File: src/rtl/dnn_job_driver_if.sv
// Handshake bundle of dnn_job_driver: input vector stream, accelerator start/done port and
// result stream. master is the driver's view, slave is the surrounding system's view.
interface dnn_job_driver_if;
  logic        in_valid;
  logic        in_ready;
  logic [31:0] in_vec;

  logic        acc_start;
  logic [7:0]  acc_in_0;
  logic [7:0]  acc_in_1;
  logic [7:0]  acc_in_2;
  logic [7:0]  acc_in_3;
  logic        acc_done;
  logic        acc_valid;
  logic [15:0] acc_out_0;
  logic [15:0] acc_out_1;

  logic        res_valid;
  logic        res_ready;
  logic [31:0] res_data;

  modport master (
    input  in_valid, in_vec, acc_done, acc_valid, acc_out_0, acc_out_1, res_ready,
    output in_ready, acc_start, acc_in_0, acc_in_1, acc_in_2, acc_in_3, res_valid, res_data
  );

  modport slave (
    output in_valid, in_vec, acc_done, acc_valid, acc_out_0, acc_out_1, res_ready,
    input  in_ready, acc_start, acc_in_0, acc_in_1, acc_in_2, acc_in_3, res_valid, res_data
  );
endinterface

File: src/rtl/dnn_job_driver.sv
// Queues 4-byte input vectors, launches the DNN accelerator once per vector and collects
// {acc_out_1, acc_out_0} into a first-word-fall-through result queue.
module dnn_job_driver #(
  parameter int unsigned DEPTH     = 4,
  parameter int unsigned RES_DEPTH = 4,
  parameter int unsigned TIMEOUT   = 63
) (
  input  logic             clk,
  input  logic             rst_n,
  dnn_job_driver_if.master job_if,
  input  logic             clear_err_i,
  output logic             busy_o,
  output logic             timeout_err_o,
  output logic [7:0]       batch_count_o
);
  localparam int unsigned AW  = $clog2(DEPTH);
  localparam int unsigned RAW = $clog2(RES_DEPTH);
  localparam int unsigned CW  = $clog2(TIMEOUT + 1);
  localparam logic [CW-1:0] CntLast = CW'(TIMEOUT - 1);

  typedef enum logic [1:0] {StIdle, StRun, StDrain} state_e;

  state_e         state_q, state_d;
  logic           start_q, start_d;
  logic [31:0]    opnd_q, opnd_d;
  logic [CW-1:0]  cnt_q, cnt_d;
  logic           err_q, err_d;
  logic [7:0]     batch_q, batch_d;

  // Input vector queue; pointers carry one extra wrap bit to tell full from empty.
  logic [31:0] iq_mem_q [DEPTH];
  logic [AW:0] iq_wr_q, iq_rd_q;
  logic        iq_empty, iq_full, iq_push, iq_pop;
  logic [31:0] iq_head;

  assign iq_empty = (iq_wr_q == iq_rd_q);
  assign iq_full  = (iq_wr_q[AW] != iq_rd_q[AW]) && (iq_wr_q[AW-1:0] == iq_rd_q[AW-1:0]);
  assign iq_push  = job_if.in_valid && !iq_full;
  assign iq_head  = iq_mem_q[iq_rd_q[AW-1:0]];

  always_ff @(posedge clk) begin
    if (iq_push) iq_mem_q[iq_wr_q[AW-1:0]] <= job_if.in_vec;
  end

  always_ff @(posedge clk or negedge rst_n) begin
    if (!rst_n) begin
      iq_wr_q <= '0;
      iq_rd_q <= '0;
    end else begin
      if (iq_push) iq_wr_q <= iq_wr_q + (AW+1)'(1);
      if (iq_pop)  iq_rd_q <= iq_rd_q + (AW+1)'(1);
    end
  end

  // Result queue, written only by the FSM.
  logic [31:0]  rq_mem_q [RES_DEPTH];
  logic [RAW:0] rq_wr_q, rq_rd_q;
  logic         rq_empty, rq_full, rq_push, rq_pop;

  assign rq_empty = (rq_wr_q == rq_rd_q);
  assign rq_full  = (rq_wr_q[RAW] != rq_rd_q[RAW]) && (rq_wr_q[RAW-1:0] == rq_rd_q[RAW-1:0]);
  assign rq_pop   = !rq_empty && job_if.res_ready;

  always_ff @(posedge clk) begin
    if (rq_push) rq_mem_q[rq_wr_q[RAW-1:0]] <= {job_if.acc_out_1, job_if.acc_out_0};
  end

  always_ff @(posedge clk or negedge rst_n) begin
    if (!rst_n) begin
      rq_wr_q <= '0;
      rq_rd_q <= '0;
    end else begin
      if (rq_push) rq_wr_q <= rq_wr_q + (RAW+1)'(1);
      if (rq_pop)  rq_rd_q <= rq_rd_q + (RAW+1)'(1);
    end
  end

  always_ff @(posedge clk or negedge rst_n) begin
    if (!rst_n) begin
      state_q <= StIdle;
      start_q <= 1'b0;
      opnd_q  <= '0;
      cnt_q   <= '0;
      err_q   <= 1'b0;
      batch_q <= '0;
    end else begin
      state_q <= state_d;
      start_q <= start_d;
      opnd_q  <= opnd_d;
      cnt_q   <= cnt_d;
      err_q   <= err_d;
      batch_q <= batch_d;
    end
  end

  always_comb begin
    state_d = state_q;
    start_d = start_q;
    opnd_d  = opnd_q;
    cnt_d   = cnt_q;
    err_d   = clear_err_i ? 1'b0 : err_q;
    batch_d = batch_q;
    iq_pop  = 1'b0;
    rq_push = 1'b0;
    unique case (state_q)
      StIdle: begin
        if (!iq_empty && !job_if.acc_done) begin
          state_d = StRun;
          start_d = 1'b1;
          opnd_d  = iq_head;
          cnt_d   = '0;
        end
      end
      StRun: begin
        if (job_if.acc_done && job_if.acc_valid) begin
          // With the result queue full, start stays high and the accelerator parks in done.
          if (!rq_full) begin
            rq_push = 1'b1;
            iq_pop  = 1'b1;
            batch_d = batch_q + 8'd1;
            start_d = 1'b0;
            state_d = StDrain;
          end
        end else if (cnt_q == CntLast) begin
          err_d   = 1'b1;
          iq_pop  = 1'b1;
          start_d = 1'b0;
          state_d = StDrain;
        end else begin
          cnt_d = cnt_q + CW'(1);
        end
      end
      StDrain: begin
        if (!job_if.acc_done) state_d = StIdle;
      end
      default: state_d = StIdle;
    endcase
  end

  assign job_if.in_ready  = !iq_full;
  assign job_if.acc_start = start_q;
  assign job_if.acc_in_0  = opnd_q[7:0];
  assign job_if.acc_in_1  = opnd_q[15:8];
  assign job_if.acc_in_2  = opnd_q[23:16];
  assign job_if.acc_in_3  = opnd_q[31:24];
  assign job_if.res_valid = !rq_empty;
  assign job_if.res_data  = rq_empty ? 32'h0 : rq_mem_q[rq_rd_q[RAW-1:0]];

  assign busy_o        = (state_q != StIdle) || !iq_empty;
  assign timeout_err_o = err_q;
  assign batch_count_o = batch_q;
endmodule

File: src/flat_wrapper.sv
// flat-port wrapper written by rule: the top's interface ports become plain ports
module dnn_job_driver_flat 
#(
  parameter int unsigned DEPTH     = 4,
  parameter int unsigned RES_DEPTH = 4,
  parameter int unsigned TIMEOUT   = 63
)
  (clk, rst_n, clear_err_i, busy_o, timeout_err_o, batch_count_o, job_if_in_valid, job_if_in_vec, job_if_acc_done, job_if_acc_valid, job_if_acc_out_0, job_if_acc_out_1, job_if_res_ready, job_if_in_ready, job_if_acc_start, job_if_acc_in_0, job_if_acc_in_1, job_if_acc_in_2, job_if_acc_in_3, job_if_res_valid, job_if_res_data);
  dnn_job_driver_if job_if_i ();
  input  logic clk;
  input  logic rst_n;
  input  logic clear_err_i;
  output logic busy_o;
  output logic timeout_err_o;
  output logic [7:0] batch_count_o;
  input wire logic [$bits(job_if_i.in_valid)-1:0] job_if_in_valid;
  input wire logic [$bits(job_if_i.in_vec)-1:0] job_if_in_vec;
  input wire logic [$bits(job_if_i.acc_done)-1:0] job_if_acc_done;
  input wire logic [$bits(job_if_i.acc_valid)-1:0] job_if_acc_valid;
  input wire logic [$bits(job_if_i.acc_out_0)-1:0] job_if_acc_out_0;
  input wire logic [$bits(job_if_i.acc_out_1)-1:0] job_if_acc_out_1;
  input wire logic [$bits(job_if_i.res_ready)-1:0] job_if_res_ready;
  output wire logic [$bits(job_if_i.in_ready)-1:0] job_if_in_ready;
  output wire logic [$bits(job_if_i.acc_start)-1:0] job_if_acc_start;
  output wire logic [$bits(job_if_i.acc_in_0)-1:0] job_if_acc_in_0;
  output wire logic [$bits(job_if_i.acc_in_1)-1:0] job_if_acc_in_1;
  output wire logic [$bits(job_if_i.acc_in_2)-1:0] job_if_acc_in_2;
  output wire logic [$bits(job_if_i.acc_in_3)-1:0] job_if_acc_in_3;
  output wire logic [$bits(job_if_i.res_valid)-1:0] job_if_res_valid;
  output wire logic [$bits(job_if_i.res_data)-1:0] job_if_res_data;
  assign job_if_i.in_valid = job_if_in_valid;
  assign job_if_i.in_vec = job_if_in_vec;
  assign job_if_i.acc_done = job_if_acc_done;
  assign job_if_i.acc_valid = job_if_acc_valid;
  assign job_if_i.acc_out_0 = job_if_acc_out_0;
  assign job_if_i.acc_out_1 = job_if_acc_out_1;
  assign job_if_i.res_ready = job_if_res_ready;
  assign job_if_in_ready = job_if_i.in_ready;
  assign job_if_acc_start = job_if_i.acc_start;
  assign job_if_acc_in_0 = job_if_i.acc_in_0;
  assign job_if_acc_in_1 = job_if_i.acc_in_1;
  assign job_if_acc_in_2 = job_if_i.acc_in_2;
  assign job_if_acc_in_3 = job_if_i.acc_in_3;
  assign job_if_res_valid = job_if_i.res_valid;
  assign job_if_res_data = job_if_i.res_data;
  dnn_job_driver #(.DEPTH(DEPTH), .RES_DEPTH(RES_DEPTH), .TIMEOUT(TIMEOUT)) u_core (.clk(clk), .rst_n(rst_n), .job_if(job_if_i), .clear_err_i(clear_err_i), .busy_o(busy_o), .timeout_err_o(timeout_err_o), .batch_count_o(batch_count_o));
endmodule
File: config.mk
export PLATFORM = sky130hd
export DESIGN_NAME = dnn_job_driver_flat
export DESIGN_NICKNAME = d
export VERILOG_FILES = /design/src/rtl/dnn_job_driver_if.sv /design/src/rtl/dnn_job_driver.sv /design/src/flat_wrapper.sv
export SDC_FILE = /design/constraint.sdc
export NUM_CORES = 1
export LEC_CHECK = 0
export BUFFER_PORTS_ARGS = -buffer_cell sky130_fd_sc_hd__buf_2
export CAP_MARGIN = 20
export CORE_MARGIN = 10
export CORE_UTILIZATION = 52
export CTS_BUF_LIST = sky130_fd_sc_hd__clkbuf_8 sky130_fd_sc_hd__clkbuf_16
export DETAILED_ROUTE_END_ITERATION = 8
export GPL_ROUTABILITY_DRIVEN = 0
export PLACE_DENSITY = 0.75
export SLEW_MARGIN = 0
export SYNTH_ARGS = -nofsm -noshare
export SYNTH_HDL_FRONTEND = slang
export SYNTH_SLANG_ARGS = --single-unit
File: constraint.sdc
create_clock -name clk -period 2.43 [get_ports clk]
set_input_delay 0.3645 -clock clk [delete_from_list [all_inputs] [get_ports clk]]
set_output_delay 0.3645 -clock clk [all_outputs]
set_load 0.05 [all_outputs]
==> metrics.csv, run 1 <==
metric,value,unit
vias per inst,5.467,
Antenna Cells,0,
largest family of logic cells by synthesized area,multiplexers,
Port Buffers,147,
final worst slack,-0.003484,ns
Root Buffer,clkbuf_16,
Inst Count DP,1047,
crit-path max FO,18,
sequential cell area fraction in the yosys report,75.15,%
synth warn,0,
Least-Margin Pin Slew,0.6599,ns
post-layout util,65.32,%
Synth Instances,582,
RR Startpoint,u_core.rq_rd_q[0],
Crit path max-delay family,buffers and inverters,
Starting Density,52.53,%
leakage,0.005635,uW
initial antenna violation count,1,
DPL Wire Length,15.06,mm
first-pass GRT wire length,38.46,mm
endpoints failing hold,0,
Die ar.,30190,um^2
#FFs+latches synth,318,
H-tree levels,1,
Vias,6101,
number of synthesized flops with an enable pin,256,
WS Path Type,reg2out,
Tightest Hold Check Type,in2reg,
failing checks,setup timing,
CP max stage delay,0.48,ns
die height,173.8,um
row cnt,56,
overall power,22950,uW
XOR/XNOR Fraction of Synth Area,2.005,%
"Cell Area, Placed",13640,um^2
fin crit share,100.1,%
area of the core,23400,um^2
fmax,0.4109,GHz
main flop type after synthesis,edfxtp_1,
synthesized area,12290,um^2
skew final,0.01800,ns
Starting DRT DRC Count,388,
Max Root-Sink Buffers,3,
routed len/inst,21.96,um
num ports,148,
pwr dens,1501,nW/um^2
CTS Sinks,318,
Worst setup EP type,output port,
status,"complete, but fails checks",
Pre-antenna DRT Iters,5,
DRC viols,0,
GRT Total Usage,15.92,%
Max-Cap Viols,0,
mux contribution to synthesized area,15.09,%
Layout Nets,857,
final slew viol count,0,
Most common cell on crit path,buf_6,
Compound-Gate Fraction of Synth Area,1.191,%
Synth Area in Adders,1.323,%
Worst Setup SP,u_core.rq_rd_q[0],
crit-path cells,buf_6 -> xnor2_4 -> nand3b_1 -> buf_6 -> buf_12 -> and2_4 -> buf_8,
crit path launch type,flop,
RSZ-0062 raised after global routing,true,
"most common cell after layout, fill and taps aside",edfxtp_1,
pin count of the biggest net entering global routing,35,
CTS tree,built,
average cell area after synthesis,21.12,um^2
"Setup violations, final",1,
CTS Buf Count,30,
crit path DAT,2.07,ns
Layout Cell Area excl Fill,15290,um^2
Bufs and invs on worst path,4,
die width,173.8,um
layout cell share with drive strength beyond 1,46.05,%
fin crit period,2.433,ns
number of global-route vias before repair,6682,
Post-Synth Simple-Gate Area,3.867,%
post-route ant nets,0,
synth unique cells,40,
Syn Nets,666,
grt ovf,0,
Syn-to-layout area delta,24.34,%
share of flip-flops with an asynchronous set or reset,19.50,%
peak supply drop,977.7,uV
Worst-path clk slew,0.06,ns
most frequent cells in the layout,"256 x edfxtp_1, 115 x buf_2, 64 x mux4_2, 59 x dfrtp_1, 32 x clkbuf_16",
worst-skew pair later-pin latency,0.55,ns
fin cells,1116,
worst rel slew slack,56.00,%
FILL cells,1594,
DRT Wirelength,24.51,mm
critical path required time,2.07,ns
slowest cell on the critical path,dfrtp_2,
setup_tns,-0.003484,ns
Hold Path Origin,job_if_in_vec[17],
-- metrics by stage --
stage	worst slack [ns]	hold WS (ns)
finish	-0.003484	0.03225
CTS	-0.04762	0.0009523
floorplan	0.04255	0.06891
detailed placement	0.2939	0.4295
global placement	0.3635	0.4140
global route	-0.07712	0.005653
-- cells in the mapped netlist (2+ instances only) --
cell type	number	area (um^2)
edfxtp_1	256	7687
mux4_2	64	1441
dfrtp_1	62	1551
and2_1	40	250.2
mux2_2	18	202.7
mux2_1	17	191.4
ha_1	13	162.7
nand2_1	11	41.29
xnor2_1	10	87.58
clkbuf_1	9	33.78
inv_1	7	26.28
xor2_1	7	61.31
buf_2	6	30.03
buf_4	6	45.04
nand3_1	6	30.03
xnor2_2	6	97.59
nand4_1	5	31.28
o21ai_0	4	20.02
a31oi_1	3	18.77
buf_6	3	33.78
a21o_1	2	15.01
a21oi_1	2	10.01
a31o_2	2	17.52
and3_1	2	12.51
mux2i_1	2	20.02
nand2b_1	2	12.51
nand4_4	2	42.54
nor2_1	2	7.510
nor2b_1	2	12.51
-- layout make-up --
cell class | instances | area, um^2 | area share [%]
Clock inverter | 23 | 324.1 | 2.120
Tap cell | 319 | 399.1 | 2.611
Sequential cell | 318 | 9243 | 60.46
Timing Repair Buffer | 183 | 1494 | 9.772
Inverter | 7 | 26.28 | 0.1719
Clock buffer | 33 | 803.3 | 5.255
Multi-Input combinational cell | 233 | 2998 | 19.61
-- cells by family (layout without fill, tap and decap cells) --
group	after synthesis	in the layout
flops	318	318
mux	101	101
simple gates	77	77
buf+inv	31	246
xor+xnor	23	23
compound gates	19	19
fa+ha+maj	13	13
-- report_power, final --
part	internal (uW)	total (uW)	switching [uW]	leakage, uW
sequential	7060	7620	561	0.00308
clock	3230	5170	1950	0.000548
combinational	4290	10200	5860	0.00201
-- worst reg2reg max path, stage by stage, from the launching register on --
cell      delay [ns]
dfrtp_2         0.48
buf_6           0.16
xnor2_4         0.12
buf_4           0.14
buf_4           0.13
a311oi_4        0.34
and2_2          0.33
buf_12          0.23
-- final timing paths --
kind                                           endpoint  slack, ns  cells after the start
worst max-delay path                job_if_res_data[31]     -0.003                      7
worst min-delay path             u_core.iq_mem_q[1][17]       0.03                      1
worst max register to register   u_core.rq_mem_q[3][21]       0.16                      7
worst min register to register  u_core.job_if.acc_start       0.48                      1
max in group asynchronous               u_core.cnt_q[4]       1.40                      3
min in group asynchronous             u_core.opnd_q[19]       0.38                      2
-- registers in the layout (all words and copies together), names as in the netlist --
name                     count
u_core.batch_count_o         8
u_core.cnt_q                 6
u_core.iq_rd_q               3
u_core.job_if.acc_start      1
u_core.iq_mem_q            128
u_core.opnd_q               32
u_core.state_q               2
u_core.timeout_err_o         1
u_core.iq_wr_q               3
u_core.rq_rd_q               3
u_core.rq_wr_q               3
u_core.rq_mem_q            128
-- metal layers --
layer	vias up	track usage (%)	wire, um
met5	-	0	13
met4	2	3.883	406
met3	34	3.703	1555
met2	195	26.59	12340
met1	3171	20.75	10190
li1	2699	-	-
-- what timing repair did --
action | in CTS | in global routing
setup endpoints to repair | 33 | 32
buffers inserted | 9 | 2
gates cloned | 3 | 1
gates resized for setup | 104 | 21
endpoints found under the hold margin | 22 | 0
hold buffers | 1 | 0
pin swaps | 13 | 1
No activity file was read; power rests on OpenSTA's default activity.
==> inputs of run 2 (changes only) <==
--- a/config.mk
+++ b/config.mk
@@ -13,6 +13,8 @@
 export DETAILED_ROUTE_END_ITERATION = 8
 export GPL_ROUTABILITY_DRIVEN = 0
 export PLACE_DENSITY = 0.75
+export RECOVER_POWER = 25
+export SETUP_SLACK_MARGIN = 0.15
 export SLEW_MARGIN = 0
 export SYNTH_ARGS = -nofsm -noshare
 export SYNTH_HDL_FRONTEND = slang
==> run 2 against run 1 <==
Effect of this change:
- critical endpoint is now job_if_res_data[6]
- highest routed layer is now met4
- register-to-register slack improved by 0.11 ns
- via count is 0.64% lower
- clock-buffer cell count is 7 higher
- clock skew decreased by 0.0042 ns
- power up 1.2%
- sequential cell count did not move
- the flow still finishes with violations (setup timing)
- critical path type unchanged
- critical path depth shrank 2
- worst hold slack better by 0.059 ns
- core utilization rose by 0.33 points
- non-clock buffer count is 2 lower
- die area is the same
==> metrics.csv, run 2 (same netlist as run 1, synthesis figures left out) <==
metric,value,unit,change
initial antenna violation count,1,,unchanged
Tightest Hold Check Type,in2reg,,
Pre-antenna DRT Iters,6,,+1
footprint of the multi-input gates,3010,um^2,+0.42%
layout cell share with drive strength beyond 1,40.00,%,-6.0 points
final worst slack,-0.008688,ns,-0.005204 ns
fin crit share,100.4,%,+0.21 points
leakage,0.005592,uW,-0.78%
Max-Cap Viols,0,,unchanged
Starting DRT DRC Count,374,,-3.6%
"Cell Area, Placed",13620,um^2,-0.14%
post-route ant nets,0,,unchanged
peak supply drop,1272,uV,+30%
crit path DAT,2.07,ns,about the same
Least-Margin Pin Slew,0.5810,ns,-0.07892 ns
CTS Buf Count,34,,+13%
H-tree levels,2,,+1
post-layout util,65.65,%,+0.33 points
"Setup violations, final",1,,unchanged
CP max stage delay,0.50,ns,+0.02 ns
routed len/inst,21.75,um,-0.95%
vias per inst,5.413,,-0.99%
Worst setup EP type,output port,,
worst-skew pair later-pin latency,0.49,ns,-0.06 ns
RSZ-0062 raised after global routing,true,,
most frequent cells in the layout,"256 x edfxtp_1, 67 x buf_2, 64 x mux4_2, 60 x dfrtp_1, 47 x clkbuf_1",,
"most common cell after layout, fill and taps aside",edfxtp_1,,
Starting Density,52.53,%,unchanged
worst rel slew slack,61.10,%,+5.1 points
Clk pwr share,21.6,%,-0.9 points
Layout Nets,859,,+0.23%
internal power,14800,uW,+1.5%
Sw Ratio,36.26,%,-0.22 points
Crit Reg-Reg Endpoint,u_core.rq_mem_q[3][10],,
DPL Wire Length,14.61,mm,-3.0%
Layout Cell Area excl Fill,15360,um^2,+0.51%
Hold Path Origin,clear_err_i,,
first-pass GRT wire length,37.87,mm,-1.5%
pin count of the biggest net entering global routing,48,,+37%
area of the core,23400,um^2,unchanged
CTS Sinks,318,,unchanged
WS Path Type,reg2out,,
critical path required time,2.07,ns,about the same
die height,173.8,um,unchanged
Max Root-Sink Buffers,3,,unchanged
final slew viol count,0,,unchanged
Worst Setup SP,u_core.rq_rd_q[0],,
row cnt,56,,unchanged
skew final,0.01384,ns,-0.004164 ns
CTS tree,built,,
crit-path max FO,4,,-14
Reg area,9241,um^2,about the same
GRT Total Usage,15.60,%,-0.32 points
grt ovf,0,,unchanged
Worst-path clk slew,0.06,ns,about the same
Comb pwr share,45.5,%,+1.3 points
sequential power share,32.9,%,-0.3 points
endpoints failing hold,0,,unchanged
Vias,6062,,-0.64%
die width,173.8,um,unchanged
crit path launch type,flop,,
status,"complete, but fails checks",,
Root Buffer,clkbuf_16,,
failing checks,setup timing,,
FILL cells,1577,,-1.1%
fmax,0.4101,GHz,-0.21%
number of global-route vias before repair,6706,,+0.36%
DRT Wirelength,24.36,mm,-0.60%
Die ar.,30190,um^2,unchanged
P_sw,8419,uW,+0.59%
crit-path cells,buf_12 -> clkbuf_16 -> mux4_2 -> and2_4 -> buf_6,,
RR Startpoint,u_core.rq_rd_q[0],,
slowest cell on the critical path,mux4_2,,
num ports,148,,unchanged
crit path to,job_if_res_data[6],,
setup_tns,-0.008688,ns,-0.005204 ns
Port Buffers,147,,unchanged
pwr dens,1511,nW/um^2,+0.67%
FF-to-FF path depth,6,,-1
Syn-to-layout area delta,24.97,%,
R2R setup slack,0.27,ns,+0.11 ns
fin crit period,2.439,ns,+0.005204 ns
DRC viols,0,,unchanged
run 2: cell types whose count changed in the layout (fill, tap and decap cells not counted), sizes merged, moves of 2 or more:
cell,delta
buf,-52
bufinv,-5
clkbuf,+57
clkinv,+2
clkinvlp,-4
inv,+5
run 2: critical path, delay by kind of cell, from the launching register on:
kind | cells | cell delay (ns)
buffers and inverters | 3 | 0.44
DFF | 1 | 0.47
muxes | 1 | 0.50
and+or+nand+nor | 1 | 0.17
run 2: worst min-delay path by stage:
stage / endpoint / slack [ns] / depth (start not counted)
after global placement: u_core.opnd_q[22] / 0.32 / 1
final: u_core.timeout_err_o / 0.09 / 2
after detailed placement: u_core.opnd_q[21] / 0.33 / 1
after global routing: u_core.timeout_err_o / 0.09 / 2
after floorplan: u_core.batch_count_o[0] / 0.07 / 0
after CTS: u_core.iq_mem_q[3][16] / 0.06 / 1
run 2: area by class of cell:
class	instances	area share (%)
inverters	7	0.1710
diodes	1	0.01629
clock buffers	40	6.148
well taps	319	2.598
repair buffers	181	10.20
flip-flops and latches	318	60.15
clock inverters	21	1.132
multi-input cells	233	19.59
run 2: metal layers:
layer,routed length (um),track usage (%),vias up
li1,-,-,2707
met1,9881,19.37,3123
met2,12410,26.90,198
met5,0,0,-
met3,1646,4.400,34
met4,420,3.028,0
run 2: power by group through the flow:
stage / sequential, uW / combinational, uW / clock [uW]
finish: 7630 / 10600 / 5020
global route: 7750 / 11200 / 5350
CTS: 7630 / 10200 / 5120
detailed placement: 7720 / 8430 / 0
global placement: 7650 / 8280 / 0
floorplan: 8640 / 5320 / 0
run 2: metrics by stage:
step	hold WS [ns]	power [uW]	instances	setup WS [ns]
finish	0.09165	23220	1120	-0.008688
global route	0.09041	24250	1119	-0.04772
CTS	0.06135	22930	1110	-0.004336
detailed placement	0.3258	16150	1043	0.3514
global placement	0.3152	15930	1043	0.3841
floorplan	0.06891	13960	582	0.2990
run 2: what timing repair did:
item                                    4_1_cts  5_1_grt
buffers inserted                              4        3
hold buffers                                  1        0
endpoints found under the setup margin       33       33
gates resized for setup                     135        6
gates cloned                                  1        6
pin swaps                                     7        9
endpoints found under the hold margin        15        0
==> inputs of run 3 (changes only) <==
--- a/config.mk
+++ b/config.mk
@@ -8,11 +8,11 @@
 export BUFFER_PORTS_ARGS = -buffer_cell sky130_fd_sc_hd__buf_2
 export CAP_MARGIN = 20
 export CORE_MARGIN = 10
-export CORE_UTILIZATION = 52
+export CORE_UTILIZATION = 58
 export CTS_BUF_LIST = sky130_fd_sc_hd__clkbuf_8 sky130_fd_sc_hd__clkbuf_16
 export DETAILED_ROUTE_END_ITERATION = 8
 export GPL_ROUTABILITY_DRIVEN = 0
-export PLACE_DENSITY = 0.75
+export PLACE_DENSITY = 0.8
 export RECOVER_POWER = 25
 export SETUP_SLACK_MARGIN = 0.15
 export SLEW_MARGIN = 0
==> constraint.sdc (replaced) <==
create_clock -name clk -period 2.6 [get_ports clk]
set_input_delay 0.39 -clock clk [delete_from_list [all_inputs] [get_ports clk]]
set_output_delay 0.39 -clock clk [all_outputs]
set_load 0.05 [all_outputs]
==> run 3 against run 2 <==
Effect of this change:
- the run now ends clean
- clock skew down 0.0029 ns
- routed wire length rose by 5.0%
- clock power decreased by 10%
- first-iteration DRC count is 12% higher
- sequential power shrank 6.3%
- via count increased by 2.3%
- final area down 1.3%
- sequential cell count unchanged
- critical path depth stayed put
- largest cell class unchanged
- largest power group unchanged
- highest routed layer unchanged
==> metrics.csv, run 3 (same netlist as run 1, synthesis figures left out) <==
metric,value,unit,change
pin count of the biggest net entering global routing,35,,-27%
die width,165.6,um,-4.7%
endpoints failing hold,0,,unchanged
WS Path Type,reg2out,,
pwr dens,1418,nW/um^2,-6.2%
first-pass GRT wire length,39.25,mm,+3.6%
CTS tree,built,,
skew final,0.01094,ns,-0.002898 ns
Pre-antenna DRT Iters,5,,-1
Layout Cell Area excl Fill,15170,um^2,-1.3%
Tightest Hold Check Type,in2reg,,
Crit path max-delay family,multiplexers,,
leakage,0.005523,uW,-1.2%
pre-CTS setup slack,0.4528,ns,+0.1013 ns
initial antenna violation count,0,,-1
Max Root-Sink Buffers,3,,unchanged
area of the core,20960,um^2,-10%
Starting DRT DRC Count,420,,+12%
crit path launch type,flop,,
fin crit period,2.515,ns,
setup_tns,0,ns,+0.008688 ns
die height,165.6,um,-4.7%
Root Buffer,clkbuf_16,,
DRC viols,0,,unchanged
row cnt,53,,-5.4%
Antenna Cells,0,,-1
Syn-to-layout area delta,23.38,%,
Vias,6201,,+2.3%
routed len/inst,23.98,um,+10%
GRT Total Usage,18.60,%,+3.0 points
FILL cells,1255,,-20%
crit-path cells,buf_6 -> buf_16 -> mux4_2 -> and2_4 -> buf_8,,
CP max stage delay,0.54,ns,+0.04 ns
fin crit share,96.71,%,
worst rel slew slack,52.52,%,-8.6 points
final hold slack,0.03766,ns,-0.05399 ns
fmax,0.3977,GHz,
Port Buffers,147,,unchanged
crit-path max FO,8,,+4
num ports,148,,unchanged
Least-Margin Pin Slew,0.7122,ns,+0.1312 ns
critical path required time,2.21,ns,+0.14 ns
Inst Count DP,997,,-4.4%
number of global-route vias before repair,6906,,+3.0%
worst-skew pair later-pin latency,0.54,ns,+0.05 ns
most frequent cells in the layout,"256 x edfxtp_1, 65 x buf_2, 64 x mux4_2, 59 x dfrtp_1, 49 x clkbuf_1",,
layout cell share with drive strength beyond 1,39.14,%,-0.86 points
"most common cell after layout, fill and taps aside",edfxtp_1,,
CTS Buf Count,31,,-8.8%
footprint of the multi-input gates,3007,um^2,-0.12%
Worst-path clk slew,0.06,ns,about the same
final slew viol count,0,,unchanged
H-tree levels,1,,-1
grt ovf,0,,unchanged
peak supply drop,935.5,uV,-26%
crit path DAT,2.12,ns,+0.05 ns
slowest cell on the critical path,mux4_2,,
status,"complete, no violations",,
Worst setup EP type,output port,,
RSZ-0062 raised after global routing,true,,
Max-Cap Viols,0,,unchanged
"Setup violations, final",0,,-1
DRT Wirelength,25.59,mm,+5.0%
Reg area,9243,um^2,about the same
Layout Nets,852,,-0.81%
vias per inst,5.812,,+7.4%
Die ar.,27420,um^2,-9.2%
Starting Density,58.67,%,+6.1 points
Bufs and invs on worst path,3,,unchanged
post-route ant nets,0,,unchanged
fin cells,1067,,-4.7%
final worst slack,0.08541,ns,+0.09410 ns
DPL Wire Length,14.98,mm,+2.5%
CTS Sinks,318,,unchanged
"Cell Area, Placed",13510,um^2,-0.81%
run 3: per-stage QoR:
stage / power [uW] / util [%]
5_1_grt: 22370 / 72.38
6_report: 21510 / 72.38
3_5_place_dp: 15040 / 64.47
4_1_cts: 21510 / 72.47
2_1_floorplan: 13050 / -
3_3_place_gp: 14790 / 64.47
run 3: worst paths after layout:
path | from | slack [ns] | depth (start not counted) | to
min | clear_err_i | 0.04 | 2 | u_core.timeout_err_o
max | u_core.rq_rd_q[0] | 0.09 | 5 | job_if_res_data[6]
min reg2reg | u_core.opnd_q[5] | 0.49 | 1 | u_core.opnd_q[5]
max in group asynchronous | rst_n | 1.46 | 3 | u_core.iq_rd_q[1]
min in group asynchronous | rst_n | 0.46 | 2 | u_core.batch_count_o[4]
max reg2reg | u_core.rq_rd_q[0] | 0.38 | 6 | u_core.rq_mem_q[3][11]
run 3: power breakdown:
group | switching [uW] | internal [uW]
clock | 1770 | 2750
combinational | 5610 | 4220
sequential | 550 | 6600
run 3: cell type report:
type                    instances  area share [%]
flip-flops and latches        318           60.93
multi-input cells             233           19.82
repair buffers                177           9.808
clock buffers                  38           5.749
well taps                     275           2.268
clock inverters                19           1.246
inverters                       7          0.1732
run 3: repair_timing:
item / in CTS / in global routing
setup buffers: 7 / 0
hold buffers: 1 / 0
setup endpoints to repair: 33 / 33
resized for setup: 138 / 5
cloned: 4 / 1
hold endpoints to repair: 28 / 0
pin swaps: 32 / 1
run 3: metal layers:
metal	routed length [um]	global-route usage, %	vias to the layer above
met4	452	4.190	0
met2	13960	34.19	235
met3	1500	3.941	44
met5	0	0	-
met1	9678	21.88	3237
li1	-	-	2685
